`config.mk`:
```
export PLATFORM = sky130hd
export DESIGN_NAME = wb_arbiter
export DESIGN_NICKNAME = d
export VERILOG_FILES = /design/src/rtl/wb_arbiter.sv
export SDC_FILE = /design/constraint.sdc
export NUM_CORES = 1
export LEC_CHECK = 0
export ABC_AREA = 1
export CORE_AREA = 2 2 64 127
export CTS_CLUSTER_SIZE = 14
export DETAILED_ROUTE_END_ITERATION = 7
export DIE_AREA = 0 0 66 129
export HOLD_SLACK_MARGIN = 0.02
export PLACE_DENSITY_LB_ADDON = 0.3
export SETUP_SLACK_MARGIN = 0.5
export SYNTH_ARGS = -nofsm -noshare
export SYNTH_HDL_FRONTEND = slang
export SYNTH_SLANG_ARGS = --single-unit
```
`constraint.sdc`:
```
create_clock -name clk -period 2.7 [get_ports clk]
set_clock_uncertainty 0.2 [all_clocks]
set_input_delay 0.54 -clock clk [delete_from_list [all_inputs] [get_ports clk]]
set_output_delay 0.54 -clock clk [all_outputs]
set_load 0.005 [all_outputs]
```
`src/rtl/wb_arbiter.sv`:
```
// wb_arbiter: fixed-priority write-back arbiter (ALU > LD > MUL > DIV) with a registered write port.
// Starvation aging is built only when WB_ARB_STARVE_EN is defined.
module wb_arbiter #(
    parameter int unsigned STARVE_LIMIT = 4
) (
    input  logic         clk,
    input  logic         rst_n,
    input  logic [3:0]   req_valid,
    input  logic [15:0]  req_rd,
    input  logic [127:0] req_data,
    input  logic         wb_stall,
    output logic [3:0]   req_ready,
    output logic         wr_ena,
    output logic [3:0]   wr_rd,
    output logic [31:0]  wr_data,
    output logic [3:0]   wr_src,
    output logic [3:0]   starve_flag
);
    logic [3:0]  starve, starved_v, grant;
    logic [3:0]  sel_rd;
    logic [31:0] sel_data;
    logic        wr_ena_q;
    logic [3:0]  wr_rd_q, wr_src_q;
    logic [31:0] wr_data_q;

    function automatic logic [3:0] pick(input logic [3:0] v);
        return v[3] ? 4'b1000 : v[2] ? 4'b0100 : v[1] ? 4'b0010 : v[0] ? 4'b0001 : 4'b0000;
    endfunction

    if (STARVE_LIMIT < 1 || STARVE_LIMIT > 15) begin : g_bad_limit
        $error("wb_arbiter: STARVE_LIMIT must be 1..15");
    end

`ifdef WB_ARB_STARVE_EN
    localparam logic [3:0] LIM = 4'(STARVE_LIMIT);
    for (genvar i = 0; i < 4; i++) begin : g_age
        logic [3:0] age_q, age_d;
        assign starve[i] = age_q == LIM;
        // Stalled cycles count as denials, so aging continues under wb_stall.
        assign age_d = (!req_valid[i] || grant[i]) ? 4'd0 : starve[i] ? age_q : age_q + 4'd1;
        always_ff @(posedge clk or negedge rst_n) begin
            if (!rst_n) age_q <= 4'd0;
            else        age_q <= age_d;
        end
    end
`else
    assign starve = 4'b0000;
`endif

    assign starved_v = starve & req_valid;
    assign grant     = (wb_stall || !rst_n) ? 4'b0000 : (|starved_v) ? pick(starved_v) : pick(req_valid);

    always_comb begin
        sel_rd   = '0;
        sel_data = '0;
        for (int k = 0; k < 4; k++) begin
            sel_rd   = sel_rd | ({4{grant[k]}} & req_rd[k*4 +: 4]);
            sel_data = sel_data | ({32{grant[k]}} & req_data[k*32 +: 32]);
        end
    end

    always_ff @(posedge clk or negedge rst_n) begin
        if (!rst_n) begin
            wr_ena_q  <= 1'b0;
            wr_rd_q   <= '0;
            wr_data_q <= '0;
            wr_src_q  <= '0;
        end else begin
            wr_ena_q <= |grant;
            wr_src_q <= grant;
            if (|grant) begin
                wr_rd_q   <= sel_rd;
                wr_data_q <= sel_data;
            end
        end
    end

    assign req_ready   = grant;
    assign wr_ena      = wr_ena_q;
    assign wr_rd       = wr_rd_q;
    assign wr_data     = wr_data_q;
    assign wr_src      = wr_src_q;
    assign starve_flag = starve;
endmodule

```
==> results of run 1 <==
-- stage by stage --
stage          power (uW)  hold WS, ps
6_report             2027        156.2
5_1_grt              2144        185.2
2_1_floorplan       964.3        44.41
4_1_cts              2052        147.6
3_5_place_dp         1451        282.5
3_3_place_gp         1439        290.2
-- logic make-up after synthesis --
| group | count (synthesis) | synth area share (%) |
|---|---|---|
| flip-flops | 41 | 36.80 |
| buffers and inverters | 43 | 8.078 |
| other | 1 | 0.1345 |
| AND/OR/NAND/NOR | 337 | 54.40 |
| AO/OA/AOI/OAI | 1 | 0.5836 |
-- power by group --
part           internal, uW  switching [uW]
combinational           422             276
clock                   363             223
sequential              700            43.7
-- how the worst max path moves through the flow --
| stage | start | to | slack, ps | depth (start not counted) |
|---|---|---|---|---|
| 6_report | wb_stall | req_ready[0] | 560 | 5 |
| 5_1_grt | wb_stall | wr_data[28] | 500 | 8 |
| 4_1_cts | req_valid[0] | req_ready[0] | 420 | 4 |
| 3_5_place_dp | wb_stall | req_ready[0] | -80 | 5 |
| 3_3_place_gp | wb_stall | req_ready[0] | -40 | 5 |
| 2_1_floorplan | req_valid[1] | req_ready[0] | 690 | 3 |
-- layer usage --
layer	share of wire, %	global-route usage [%]	vias up
li1	-	-	1789
met1	34	25.89	1751
met2	56	51.93	166
met3	5.1	3.934	33
met4	4.7	14.05	0
met5	0	0	-
-- worst reg2reg max path, cell delays in order, from the launching register on --
cell,delay (ps)
sky130_fd_sc_hd__dfrtp_1,370
sky130_fd_sc_hd__nor2_1,120
sky130_fd_sc_hd__nor2_1,60
-- state kept, by name, summed over array words and instances, names as in the netlist --
register / cells
wr_data: 32
wr_ena: 1
wr_rd: 4
wr_src: 4
-- cells in the mapped netlist --
library cell	n
sky130_fd_sc_hd__nor2_1	111
sky130_fd_sc_hd__nand3_1	108
sky130_fd_sc_hd__nand2_1	75
sky130_fd_sc_hd__dfrtp_1	41
sky130_fd_sc_hd__nand4_1	36
sky130_fd_sc_hd__buf_2	15
sky130_fd_sc_hd__clkbuf_1	11
sky130_fd_sc_hd__buf_4	6
sky130_fd_sc_hd__inv_1	4
sky130_fd_sc_hd__buf_1	3
sky130_fd_sc_hd__buf_6	3
sky130_fd_sc_hd__nor2_2	3
sky130_fd_sc_hd__nor2_4	2
sky130_fd_sc_hd__a21oi_4	1
sky130_fd_sc_hd__conb_1	1
sky130_fd_sc_hd__inv_2	1
sky130_fd_sc_hd__nor3_1	1
sky130_fd_sc_hd__nor4_1	1
-- final cells by class --
cell class	count	area [um2]	share of cell area, %
flip-flops and latches	41	1026	20.39
inverters	5	18.77	0.3730
repair buffers	219	2146	42.65
clock buffers	7	142.6	2.835
well taps	94	117.6	2.338
multi-input cells	342	1580	31.41
-- timing repair --
action / CTS / global route
hold buffers: 1 / 0
endpoints found under the setup margin: 19 / 2
pin swaps: 3 / 1
hold endpoints to repair: 7 / 0
gates resized for setup: 21 / 2
==> PnR_summary.wiki, run 1 <==
{| class="wikitable"
! Metric !! Value
|-
| Worst min path class || primary input to asynchronous set/reset pin
|-
| Final number of setup-violating endpoints || 0
|-
| Number of global-route vias before repair || 3585
|-
| CTS tree || done
|-
| Layout fillers || 658
|-
| Growth of design area from synthesis to finish || 80.48%
|-
| Routability cong. || 0.9453
|-
| Remaining max-slew budget at the tightest pin || 51.41%
|-
| Count of buffers from port buffering || 195
|-
| Source-to-sink clock delay at the later pin of the worst-skew pair || 270 ps
|-
| Vias per cell || 5.281
|-
| GRT Resource Usage Total || 26.72%
|-
| Setup TNS || 0 ps
|-
| Worst reg2reg path endpoint || wr_data[3]
|-
| DP HPWL || 8340 um
|-
| Pin count of the biggest net entering global routing || 73
|-
| Finished Cell Area || 0.005031 mm2
|-
| Count of mapped cells out of synthesis || 423
|-
| Global-route wire length before repair || 17310 um
|-
| Deepest level of the CTS H-tree || 2
|-
| Main area contributors after synthesis || sky130_fd_sc_hd__dfrtp_1, sky130_fd_sc_hd__nand3_1, sky130_fd_sc_hd__nor2_1
|-
| Startpoint kind of the worst setup timing path || primary input
|-
| Clock-pin slew on the worst setup and hold paths || 60 ps
|-
| Number of buffers on the longest clock path || 2
|-
| Crit path buffers/inverters || 3
|-
| Delay contributed by the slowest stage of the critical path || 280 ps
|-
| Kind of end point of the critical path || output pin
|-
| Final hold violation count || 0
|-
| Reported max-cap violation count || 0
|-
| Count of different cell masters after synthesis || 18
|-
| Warnings, synthesis || 0
|-
| Critical path class || primary input to output pin
|-
| Number of buffers inserted during clock tree synthesis || 5
|-
| Number of top-level design ports || 200
|-
| Arrival time at the worst endpoint || 1400 ps
|-
| Max Freq || 466.5 MHz
|-
| Synth area leader || sky130_fd_sc_hd__dfrtp_1
|-
| Tightest Pin Transition || 728.8 ps
|-
| Total wire length || 11580 um
|-
| Mean instance size in the synthesized netlist || 6.590 um2
|-
| Maximum resistive drop on vdd || 0.2937 mV
|-
| Drt initial violations || 223
|-
| Peak fanout along the critical path || 4
|-
| Core occupancy in the finished layout || 66.68%
|-
| Crit path time final || 2144 ps
|-
| Register bit total from synthesis || 41
|-
| Pre-Repair DR Iteration Count || 4
|-
| Number of antenna violations at the first check in global routing || 0
|-
| Area of the die || 0.008514 mm2
|-
| Cell area after synthesis || 0.002788 mm2
|-
| Sequential share of the synthesized area || 36.80%
|-
| Post-route insts no fill || 708
|-
| Critical path required time || 1960 ps
|-
| WL/cell || 16.36 um
|-
| Inserted Diodes || 0
|-
| Category of cells accounting for the largest share of critical-path delay || buffers and inverters
|-
| Core ar. || 0.007545 mm2
|-
| Root Driver || sky130_fd_sc_hd__clkbuf_16
|-
| Worst slack at placement || -76.22 ps
|-
| Worst-case reg-to-reg path depth || 2
|-
| Commonest non-fill, non-tap cells in the layout || sky130_fd_sc_hd__clkdlybuf4s50_1, sky130_fd_sc_hd__nor2_1, sky130_fd_sc_hd__nand3_1, sky130_fd_sc_hd__nand2_1, sky130_fd_sc_hd__dfrtp_1
|-
| Worst setup slack after layout || 556.3 ps
|-
| Power per Cell Area || 403.0 mW/mm2
|-
| Total placed instance area || 0.004872 mm2
|-
| Fraction of final layout cells sized beyond drive strength 1 || 7.329%
|-
| Leakage || 0.002203 uW
|-
| Number of design rule violations left after detail routing || 0
|-
| Count of buffers added by post-CTS timing repair for setup || 0
|-
| Dpl cells || 700
|-
| Setup repair after global routing missed its margin || no
|-
| Std cell rows || 45
|-
| Global route overflow || 0
|-
| Sinks on the clock net || 41
|-
| Fin nets || 765
|-
| R2r setup slk || 1840 ps
|-
| Share of the clock period used by the worst path after layout || 79.40%
|-
| Remaining antenna violation count after routing || 0
|-
| Initial cell density of the core || 36.95%
|-
| Crit path max-delay cell type || sky130_fd_sc_hd__nor4_4
|-
| Via total after detailed routing || 3739
|-
| Crit path cell chain || dlygate4sd2_1, inv_1, nand2_2, nor4_4, buf_2
|-
| Most frequent standard cell in the layout excluding fill and tap cells || sky130_fd_sc_hd__clkdlybuf4s50_1
|-
| Vertical extent of the die || 129 um
|-
| Die Width || 66 um
|-
| Status || complete, no violations
|-
| Count of final max-slew check failures || 0
|-
| R2r startpoint || wr_data[3]
|-
| Fraction of post-synthesis cell area in the top cell type by area || 36.80%
|}
(Power assumes the default switching activity.)
==> inputs of run 2 (changes only) <==
CORE_AREA = 2 2 69 137   (was 2 2 64 127)
DIE_AREA = 0 0 71 139   (was 0 0 66 129)
clock period = 1.72 ns   (was 2.7 ns; I/O delays follow)
==> run 2 against run 1 <==
Net effect:
- utilization shrank 3.1 points
- global-route usage shrank 0.26 points
- worst hold slack lost 77 ps
- critical endpoint is now req_ready[2]
==> PnR_summary.wiki, run 2 (same netlist as run 1, synthesis figures left out) <==
{| class="wikitable"
! Metric !! Value
|-
| Status || complete, no violations
|-
| Global-route wire length before repair || 20470 um (+18%)
|-
| Startpoint of the lowest-slack hold path || req_valid[1]
|-
| Crit path time final || 1637 ps
|-
| GRT Resource Usage Total || 26.47% (-0.26 points)
|-
| Startpoint kind of the worst setup timing path || primary input
|-
| Switch share || 28.54% (+1.8 points)
|-
| Dpl cells || 717 (+2.4%)
|-
| Most frequent standard cell in the layout excluding fill and tap cells || sky130_fd_sc_hd__clkdlybuf4s50_1
|-
| Power share of the combinational group || 37.8% (+3.4 points)
|-
| Setup repair after global routing missed its margin || yes
|-
| Total wire length || 13360 um (+15%)
|-
| Critical path class || primary input to output pin
|-
| Routability cong. || 0.8623 (-8.8%)
|-
| Number of buffers on the longest clock path || 2 (unchanged)
|-
| Sinks on the clock net || 41 (unchanged)
|-
| Remaining antenna violation count after routing || 0 (unchanged)
|-
| Number of design rule violations left after detail routing || 0 (unchanged)
|-
| Maximum resistive drop on vdd || 0.4419 mV (+50%)
|-
| Arrival time at the worst endpoint || 1090 ps (-310 ps)
|-
| Vias per cell || 5.268 (-0.24%)
|-
| Growth of design area from synthesis to finish || 102.8%
|-
| Count of final max-slew check failures || 0 (unchanged)
|-
| Sequential group share of total power || 34.5% (-2.2 points)
|-
| Leakage || 0.002575 uW (+17%)
|-
| Initial cell density of the core || 31.36% (-5.6 points)
|-
| WL/cell || 17.39 um (+6.3%)
|-
| Clock-pin slew on the worst setup and hold paths || 60 ps (about the same)
|-
| End of the worst hold path || wr_src[0]
|-
| R2r startpoint || wr_data[19]
|-
| Number of flip-flops under the largest register name || 32 (unchanged)
|-
| Die Width || 71 um (+7.6%)
|-
| Number of global-route vias before repair || 4220 (+18%)
|-
| CTS tree || done
|-
| Critical path required time || 1180 ps (-780 ps)
|-
| Power per Cell Area || 598.0 mW/mm2 (+48%)
|-
| Deepest level of the CTS H-tree || 2 (unchanged)
|-
| Post-route insts no fill || 768 (+8.5%)
|-
| Max Freq || 610.7 MHz
|-
| Number of antenna violations at the first check in global routing || 1 (+1)
|-
| Count of buffers from port buffering || 195 (unchanged)
|-
| Final-layout worst hold slack || 79.06 ps (-77.18 ps)
|-
| Number of buffers inserted during clock tree synthesis || 5 (unchanged)
|-
| WHS Path Cells || 2
|-
| Kind of end point of the critical path || output pin
|-
| Pin count of the biggest net entering global routing || 47 (-36%)
|-
| Final hold violation count || 0 (unchanged)
|-
| Drt initial violations || 245 (+9.9%)
|-
| Critical path origin || wb_stall
|-
| Share of the clock period used by the worst path after layout || 95.20%
|-
| Switch Pwr || 964.6 uW (+78%)
|-
| Pre-Repair DR Iteration Count || 5 (+1)
|-
| Commonest non-fill, non-tap cells in the layout || sky130_fd_sc_hd__clkdlybuf4s50_1, sky130_fd_sc_hd__nand3_1, sky130_fd_sc_hd__nor2_1, sky130_fd_sc_hd__nand2_1, sky130_fd_sc_hd__buf_4
|-
| Std cell rows || 49 (+8.9%)
|-
| Via total after detailed routing || 4046 (+8.2%)
|-
| Core ar. || 0.008890 mm2 (+18%)
|-
| DP HPWL || 9157 um (+9.8%)
|-
| R2r setup slk || 640 ps (-1200 ps)
|-
| Worst min path class || primary input to flop
|-
| Reported max-cap violation count || 0 (unchanged)
|-
| Fin nets || 816 (+6.7%)
|-
| Fraction of final layout cells sized beyond drive strength 1 || 25.11% (+18 points)
|-
| Worst-case reg-to-reg path depth || 4 (+2)
|-
| Proportion of power drawn by the clock network || 27.8% (-1.1 points)
|-
| Worst reg2reg path endpoint || wr_data[19]
|-
| Cell-internal power || 2416 uW (+63%)
|-
| Area of the die || 0.009869 mm2 (+16%)
|-
| Vertical extent of the die || 139 um (+7.8%)
|-
| Root Driver || sky130_fd_sc_hd__clkbuf_16
|-
| Final number of setup-violating endpoints || 0 (unchanged)
|-
| Peak fanout along the critical path || 4 (unchanged)
|-
| Number of top-level design ports || 200 (unchanged)
|-
| Global route overflow || 0 (unchanged)
|-
| Source-to-sink clock delay at the later pin of the worst-skew pair || 280 ps (about the same)
|}
## run 2: changes by cell type in the layout (fill, tap and decap cells not counted), sizes merged
cell	previous run	this run
buf	27	124
clkdlybuf4s15	0	1
clkdlybuf4s50	186	144
diode	0	1
dlygate4sd2	5	0
## run 2: worst max-delay path by stage
stage                    to  cells past startpoint
6_report       req_ready[2]                      7
5_1_grt         wr_data[19]                     13
4_1_cts          wr_data[6]                     13
3_5_place_dp   req_ready[0]                      6
3_3_place_gp   req_ready[0]                      6
2_1_floorplan  req_ready[1]                      5
## run 2: area by class of cell
class	count	area, um2
Sequential cell	41	1026
Multi-Input combinational cell	342	1710
Clock buffer	7	142.6
Fill cell	789	3237
Tap cell	102	127.6
Timing Repair Buffer	270	2599
Antenna cell	1	2.502
Inverter	5	45.04
## run 2: worst max-delay path, cell delays in order
cell                      delay, ps
sky130_fd_sc_hd__buf_6           90
sky130_fd_sc_hd__buf_8          130
sky130_fd_sc_hd__inv_16          50
sky130_fd_sc_hd__nand2_8         50
sky130_fd_sc_hd__buf_4          140
sky130_fd_sc_hd__nor3_4         130
sky130_fd_sc_hd__buf_2          150
## run 2: timing repair
| item | in CTS | in global routing |
|---|---|---|
| setup endpoints to repair | 83 | 106 |
| hold endpoints to repair | 41 | 0 |
| buffers inserted | 24 | 12 |
| gates resized for setup | 231 | 16 |
| hold buffers | 1 | 0 |
| cloned | 6 | 0 |
| pin swaps | 16 | 13 |
## run 2: through the flow
stage	setup TNS (ps)	setup slack [ps]	total power (uW)	cell area, um2	util [%]
2_1_floorplan	0	311.8	1546	2954	-
3_3_place_gp	-18430	-629.2	2312	5067	57.00
3_5_place_dp	-19460	-664.0	2332	5067	57.00
4_1_cts	0	107.1	3330	5503	61.90
5_1_grt	0	61.63	3536	5653	63.59
6_report	0	82.59	3380	5653	63.59
## run 2: power groups by stage
stage	combinational (uW)	clock, uW	sequential [uW]
2_1_floorplan	351	0	1190
5_1_grt	1370	990	1180
3_3_place_gp	1130	0	1180
3_5_place_dp	1150	0	1190
6_report	1280	938	1170
4_1_cts	1210	958	1160
## run 2: metal layers
metal	track usage (%)	part of all wire, %	up-vias
met5	0	0	-
met4	14.10	5.4	0
met3	3.125	4.3	47
met2	52.43	58	181
met1	24.99	32	1915
li1	-	-	1903
